`config.mk`:
```
export PLATFORM = sky130hd
export DESIGN_NAME = jb_srx_req_seq
export DESIGN_NICKNAME = d
export VERILOG_FILES = /design/src/rtl/jb_srx_pkg.sv /design/src/rtl/jb_rr_mask_next.sv /design/src/rtl/jb_srx_req_seq.sv
export SDC_FILE = /design/constraint.sdc
export NUM_CORES = 1
export LEC_CHECK = 0
export ABC_AREA = 1
export CAP_MARGIN = 20
export CORE_ASPECT_RATIO = 1.25
export CORE_MARGIN = 8
export CORE_UTILIZATION = 35
export DETAILED_ROUTE_END_ITERATION = 8
export GPL_ROUTABILITY_DRIVEN = 0
export SYNTH_ARGS = -nofsm -noshare
export SYNTH_HDL_FRONTEND = slang
export SYNTH_HIERARCHICAL = 1
export SYNTH_SLANG_ARGS = --single-unit
```
`constraint.sdc`:
```
create_clock -name axis_aclk -period 9 [get_ports axis_aclk]
set_input_delay 1.35 -clock axis_aclk [delete_from_list [all_inputs] [get_ports axis_aclk]]
set_output_delay 1.35 -clock axis_aclk [all_outputs]
set_load 0.01 [all_outputs]
```
`src/rtl/jb_srx_pkg.sv`:
```
// Shared types and constants for the SRX request sequencer.
package jb_srx_pkg;

    localparam logic [3:0] REQ_DPD   = 4'h0;
    localparam logic [3:0] REQ_HIRES = 4'h1;
    localparam logic [3:0] REQ_VSWR  = 4'h2;
    localparam logic [3:0] REQ_AVAIL = 4'hF;

    // srx_ctrl tdata layout: {type[7:4], reserved[3], ant[2:0]}
    localparam int unsigned TD_ANT_LSB  = 0;
    localparam int unsigned TD_ANT_W    = 3;
    localparam int unsigned TD_TYPE_LSB = 4;
    localparam int unsigned TD_TYPE_W   = 4;

    typedef enum logic [2:0] {
        S_IDLE,
        S_SELECT,
        S_REQ,
        S_WAIT_ACK,
        S_CAPTURE,
        S_NEXT
    } state_t;

endpackage

```
`src/rtl/jb_rr_mask_next.sv`:
```
// Round-robin search: first set bit of mask strictly after cur, wrapping.
module jb_rr_mask_next #(
    parameter int unsigned N = 8
) (
    input  logic [N-1:0] mask,
    input  logic [2:0]   cur,
    output logic [2:0]   next
);

    logic       found;
    logic [2:0] idx;

    // Scanning N positions ends on cur itself, so a lone set bit reselects it.
    always_comb begin
        next  = cur;
        found = 1'b0;
        idx   = '0;
        for (int unsigned i = 1; i <= N; i++) begin
            idx = 3'((32'(cur) + i) % N);
            if (!found && mask[idx]) begin
                next  = idx;
                found = 1'b1;
            end
        end
    end

endmodule

```
`src/rtl/jb_srx_req_seq.sv`:
```
// SRX control-protocol initiator: rotates antenna-switch requests and
// forwards a fixed-length capture per acknowledged antenna.
module jb_srx_req_seq
    import jb_srx_pkg::*;
#(
    parameter int unsigned N_ANTENNAS = 8,
    parameter int unsigned SAMPLE_W   = 32,
    parameter int unsigned CNT_W      = 16
) (
    input  logic                  axis_aclk,
    input  logic                  axis_areset,
    input  logic                  enable,
    input  logic [N_ANTENNAS-1:0] ant_mask,
    input  logic [3:0]            req_type,
    input  logic [CNT_W-1:0]      capture_len,
    input  logic [CNT_W-1:0]      settle_cycles,
    input  logic [CNT_W-1:0]      timeout_cycles,
    input  logic                  err_clr,
    output logic [7:0]            m_srx_ctrl_tdata,
    output logic                  m_srx_ctrl_tvalid,
    input  logic                  m_srx_ctrl_tready,
    input  logic [SAMPLE_W-1:0]   s_srx_tdata,
    input  logic                  s_srx_tvalid,
    output logic                  s_srx_tready,
    input  logic [7:0]            s_srx_tuser,
    output logic [SAMPLE_W-1:0]   cap_tdata,
    output logic                  cap_tvalid,
    output logic                  cap_tlast,
    output logic [2:0]            cap_ant,
    output logic                  busy,
    output logic                  ant_done,
    output logic                  timeout_err,
    output logic [7:0]            timeout_cnt
);

    state_t            state, state_nx;
    logic [2:0]        cur_ant, sel_ant;
    logic [3:0]        type_q;
    logic [CNT_W-1:0]  wait_cnt, smp_cnt, len_q, settle_q, tmo_q;
    logic              ack, tmo_hit, beat, last_beat, cap_end;
    logic              unused_tuser;

    assign unused_tuser = ^s_srx_tuser[7:3];

    jb_rr_mask_next #(.N(N_ANTENNAS)) u_next (
        .mask (ant_mask),
        .cur  (cur_ant),
        .next (sel_ant)
    );

    assign ack       = (state == S_WAIT_ACK) && (wait_cnt >= settle_q)
                       && (s_srx_tuser[2:0] == cur_ant);
    assign tmo_hit   = (state == S_WAIT_ACK) && !ack && (tmo_q != '0)
                       && (wait_cnt == tmo_q - CNT_W'(1));
    assign beat      = (state == S_CAPTURE) && s_srx_tvalid && (len_q != '0);
    assign last_beat = beat && (smp_cnt == len_q - CNT_W'(1));
    assign cap_end   = (state == S_CAPTURE) && ((len_q == '0) || last_beat);

    always_comb begin
        state_nx          = state;
        m_srx_ctrl_tvalid = 1'b0;
        m_srx_ctrl_tdata  = '0;
        busy              = (state != S_IDLE);
        // Held low during reset so the idle drain does not show through.
        s_srx_tready      = !axis_areset && ((state == S_IDLE) || (state == S_CAPTURE));
        unique case (state)
            S_IDLE:     if (enable && (ant_mask != '0)) state_nx = S_SELECT;
            S_SELECT:   state_nx = S_REQ;
            S_REQ: begin
                m_srx_ctrl_tvalid = 1'b1;
                m_srx_ctrl_tdata[TD_TYPE_LSB +: TD_TYPE_W] = type_q;
                m_srx_ctrl_tdata[TD_ANT_LSB +: TD_ANT_W]   = cur_ant;
                if (m_srx_ctrl_tready) state_nx = S_WAIT_ACK;
            end
            S_WAIT_ACK: begin
                if (ack)          state_nx = S_CAPTURE;
                else if (tmo_hit) state_nx = S_NEXT;
            end
            S_CAPTURE:  if (cap_end) state_nx = S_NEXT;
            S_NEXT:     state_nx = (enable && (ant_mask != '0)) ? S_SELECT : S_IDLE;
            default:    state_nx = S_IDLE;
        endcase
    end

    always_ff @(posedge axis_aclk or posedge axis_areset) begin
        if (axis_areset) begin
            state       <= S_IDLE;
            cur_ant     <= 3'(N_ANTENNAS - 1);
            type_q      <= '0;
            wait_cnt    <= '0;
            smp_cnt     <= '0;
            len_q       <= '0;
            settle_q    <= '0;
            tmo_q       <= '0;
            cap_tdata   <= '0;
            cap_tvalid  <= 1'b0;
            cap_tlast   <= 1'b0;
            cap_ant     <= '0;
            ant_done    <= 1'b0;
            timeout_err <= 1'b0;
            timeout_cnt <= '0;
        end else begin
            state      <= state_nx;
            cap_tvalid <= beat;
            cap_tlast  <= last_beat;
            ant_done   <= tmo_hit || cap_end;
            if (beat) cap_tdata <= s_srx_tdata;

            if (state == S_SELECT) begin
                cur_ant  <= sel_ant;
                cap_ant  <= sel_ant;
                type_q   <= req_type;
                len_q    <= capture_len;
                settle_q <= settle_cycles;
                tmo_q    <= timeout_cycles;
            end

            if (state == S_REQ)
                wait_cnt <= '0;
            else if ((state == S_WAIT_ACK) && (wait_cnt != '1))
                wait_cnt <= wait_cnt + CNT_W'(1);

            if (ack)       smp_cnt <= '0;
            else if (beat) smp_cnt <= smp_cnt + CNT_W'(1);

            if (tmo_hit)      timeout_err <= 1'b1;
            else if (err_clr) timeout_err <= 1'b0;

            if (tmo_hit && (timeout_cnt != 8'hFF))
                timeout_cnt <= timeout_cnt + 8'd1;
        end
    end

endmodule

```
==> impl_metrics.env <==
export IMPL_pin_count=164
export IMPL_setup_tns_final_ns=0
export IMPL_synth_cell_type_count=53
export IMPL_cp_start_kind="primary input"
export IMPL_path_clk_slew_ns=0.07
export IMPL_drc=0
export IMPL_grt_pass1_wl_mm=38.5
export IMPL_cts_resized=0
export IMPL_syn_to_final_growth_pct=29.1
export IMPL_grt_pass1_vias=7898
export IMPL_vias=7789
export IMPL_crit_top_cell="clkdlybuf4s50_1"
export IMPL_syn_area_um2=8560
export IMPL_die_area_um2=29700
export IMPL_synthCells=1166
export IMPL_syn_num_nets=1295
export IMPL_maxSlewViolCount=0
export IMPL_hp_class="flop to flop"
export IMPL_crit_cells=3
export IMPL_cts_sinks=137
export IMPL_cp_slowest_cell="clkdlybuf4s50_1"
export IMPL_r2r_end="cur_ant[2]$_DFFE_PP1P_"
export IMPL_coreArea_um2=24300
export IMPL_r2r_start="cur_ant[0]$_DFFE_PP1P_"
export IMPL_required_ns=7.65
export IMPL_min_to="cap_tdata[24]$_DFFE_PP0P_"
export IMPL_ys_top_cells_by_count="420 x nand2_1, 134 x dfrtp_1, 110 x inv_1, 83 x nor2_1, 71 x nand3_1"
export IMPL_rsz0062_at_grt="false"
export IMPL_critPathBufInv=2
export IMPL_max_slew_margin=0.311
export IMPL_antenna_found_initial=1
export IMPL_grt_total_usage=0.160
export IMPL_synth_most_common_cell="nand2_1"
export IMPL_fmax_mhz=259
export IMPL_async_flop_share=1.00
export IMPL_ir_drop_v=0.000148
export IMPL_first_iter_violations=394
export IMPL_final_core_util=0.455
export IMPL_worstSetupEndpointType="primary output"
export IMPL_die_height_um=191
export IMPL_hold_path_depth=2
export IMPL_startpoint="axis_areset"
export IMPL_syn_avg_cell_area_um2=7.34
export IMPL_overflow=0
export IMPL_hp_start="cap_tdata[24]$_DFFE_PP0P_"
export IMPL_min_period_ns=3.86
export IMPL_drv_cap=0
export IMPL_wl_per_cell_um=13.8
export IMPL_viasPerCell=4.68
export IMPL_critPathKind="primary input to primary output"
export IMPL_p_per_area_nw_per_um2=324
export IMPL_reg2reg_setup_slack_ns=6.33
export IMPL_final_hold_violation_count=0
export IMPL_fp_row_count=64
export IMPL_ys_ff_latch=137
export IMPL_grt_max_degree=75
export IMPL_cts_buffer_depth=2
export IMPL_synth_edff_count=0
export IMPL_place_port_buffers=157
export IMPL_cts_tree="yes"
export IMPL_setup_violations=0
export IMPL_post_route_period_util=0.429
export IMPL_crit_chain="clkdlybuf4s50_1, nor2_1, clkdlybuf4s50_1"
export IMPL_worst_pin_slew_ns=1.03
export IMPL_synth_ff_type="dfrtp_1"
export IMPL_ctsHoldBuffers=0
export IMPL_layout_drive_gt1_share=0.0975
export IMPL_initial_utilization=0.353
export IMPL_layout_nets=1449
export IMPL_insertion_delay_ns=0.42
export IMPL_post_cts_setup_buffers=0
export IMPL_yosys_top_cells_area="dfrtp_1 39%, nand2_1 18%, inv_1 4.8%, nand3_1 4.2%, o21ai_0 3.7%"
export IMPL_ys_seq_area_frac=0.401
export IMPL_worst_r2r_cell_count=16
export IMPL_arrival_ns=2.51
export IMPL_cts_root_buf="clkbuf_16"
export IMPL_status="complete, no violations"
export IMPL_fp_dieW_um=156
export IMPL_cts_made_buffers=17
export IMPL_yosys_area_top_type="dfrtp_1"
export IMPL_ant_nets=0
export IMPL_path_delay_family="buffers and inverters"
export IMPL_netlist_area_leader_share=0.392
export IMPL_power_leakage_uw=0.00541
export IMPL_cp_max_fo=2
export IMPL_yosys_warnings=6
export IMPL_diodes=0
export IMPL_drt_total_wl_mm=23.0
export IMPL_dp_hpwl_mm=17.6
export IMPL_fin_skew_ns=0.0135
export IMPL_cp_slowest_stage_delay_ns=0.55
export IMPL_dr_pass1_iters=4
export IMPL_ctsHtreeMaxLevel=4
==> worst max path at each step <==
stage                               to  slack, ns
floorplan           ant_done$_DFF_PP0_       3.99
global placement          s_srx_tready       5.14
detailed placement        s_srx_tready       5.13
CTS                       s_srx_tready       5.12
global route              s_srx_tready       5.10
finish                    s_srx_tready       5.14
==> cells by family after synthesis <==
kind of cell | after synthesis | share of synthesized area
AOI/OAI and AO/OA | 111 | 0.0716
xor gates and xnor gates | 40 | 0.0418
adders and majority gates | 23 | 0.0336
buffers and inverters | 158 | 0.0753
DFF | 137 | 0.401
other | 1 | 0.000438
and+or+nand+nor | 696 | 0.376
==> state kept, by name (all words and copies together), names as in the netlist <==
name         cells
cap_tdata       32
state            3
timeout_cnt      8
type_q           4
ant_done         1
len_q           16
timeout_err      1
settle_q        16
cap_tlast        1
cap_ant          3
cap_tvalid       1
wait_cnt        16
smp_cnt         16
cur_ant          3
tmo_q           16
==> placed cells by master, fill, tap and decap left out, drive strengths merged, types with 5 or more instances in the layout <==
| cell type | count |
|---|---|
| nand2 | 443 |
| clkdlybuf4s50 | 157 |
| inv | 141 |
| dfrtp | 134 |
| nor2 | 103 |
| nand3 | 87 |
| o21ai | 70 |
| nand4 | 30 |
| a21oi | 28 |
| xnor2 | 26 |
| ha | 23 |
| clkbuf | 17 |
| xor2 | 14 |
| nor3 | 10 |
| nand3b | 9 |
| and2 | 5 |
| buf | 5 |
==> tightest hold or removal path: cells and delay by family, from the launching register on <==
family	cells	cell delay, ns
flops	1	0.34
simple gates	2	0.09
==> final cells by class <==
| class | count | area, um^2 |
|---|---|---|
| fillers | 2471 | 13200 |
| multi-input cells | 871 | 4490 |
| flip-flops and latches | 137 | 3430 |
| repair buffers | 162 | 1610 |
| inverters | 131 | 512 |
| clock buffers | 17 | 425 |
| well taps | 330 | 413 |
| clock inverters | 15 | 169 |
==> metal layers <==
layer | global-route usage | vias up | wire, um
li1 | - | 4022 | -
met1 | 0.176 | 3603 | 9560
met2 | 0.290 | 142 | 11800
met3 | 0.0535 | 20 | 1400
met4 | 0.0423 | 2 | 250
met5 | 0 | - | 13
==> stage by stage <==
stage	power (uW)	cells	hold slack, ns	area, um^2	setup slack [ns]
2_1_floorplan	2340	1166	0.446	8560	3.99
3_3_place_gp	2870	1631	0.453	10500	5.14
3_5_place_dp	2890	1631	0.458	10500	5.13
4_1_cts	3630	1663	0.475	11000	5.12
5_1_grt	3910	1663	0.489	11000	5.10
6_report	3580	1663	0.469	11000	5.14
==> power breakdown <==
part           switching (uW)  leakage [uW]  internal, uW  total, uW
clock                     316      0.000290           397        712
sequential                208       0.00172           850       1060
combinational            1100       0.00341           713       1810
total                    1620       0.00541          1960       3580
Power figures use the tool's default switching activity.
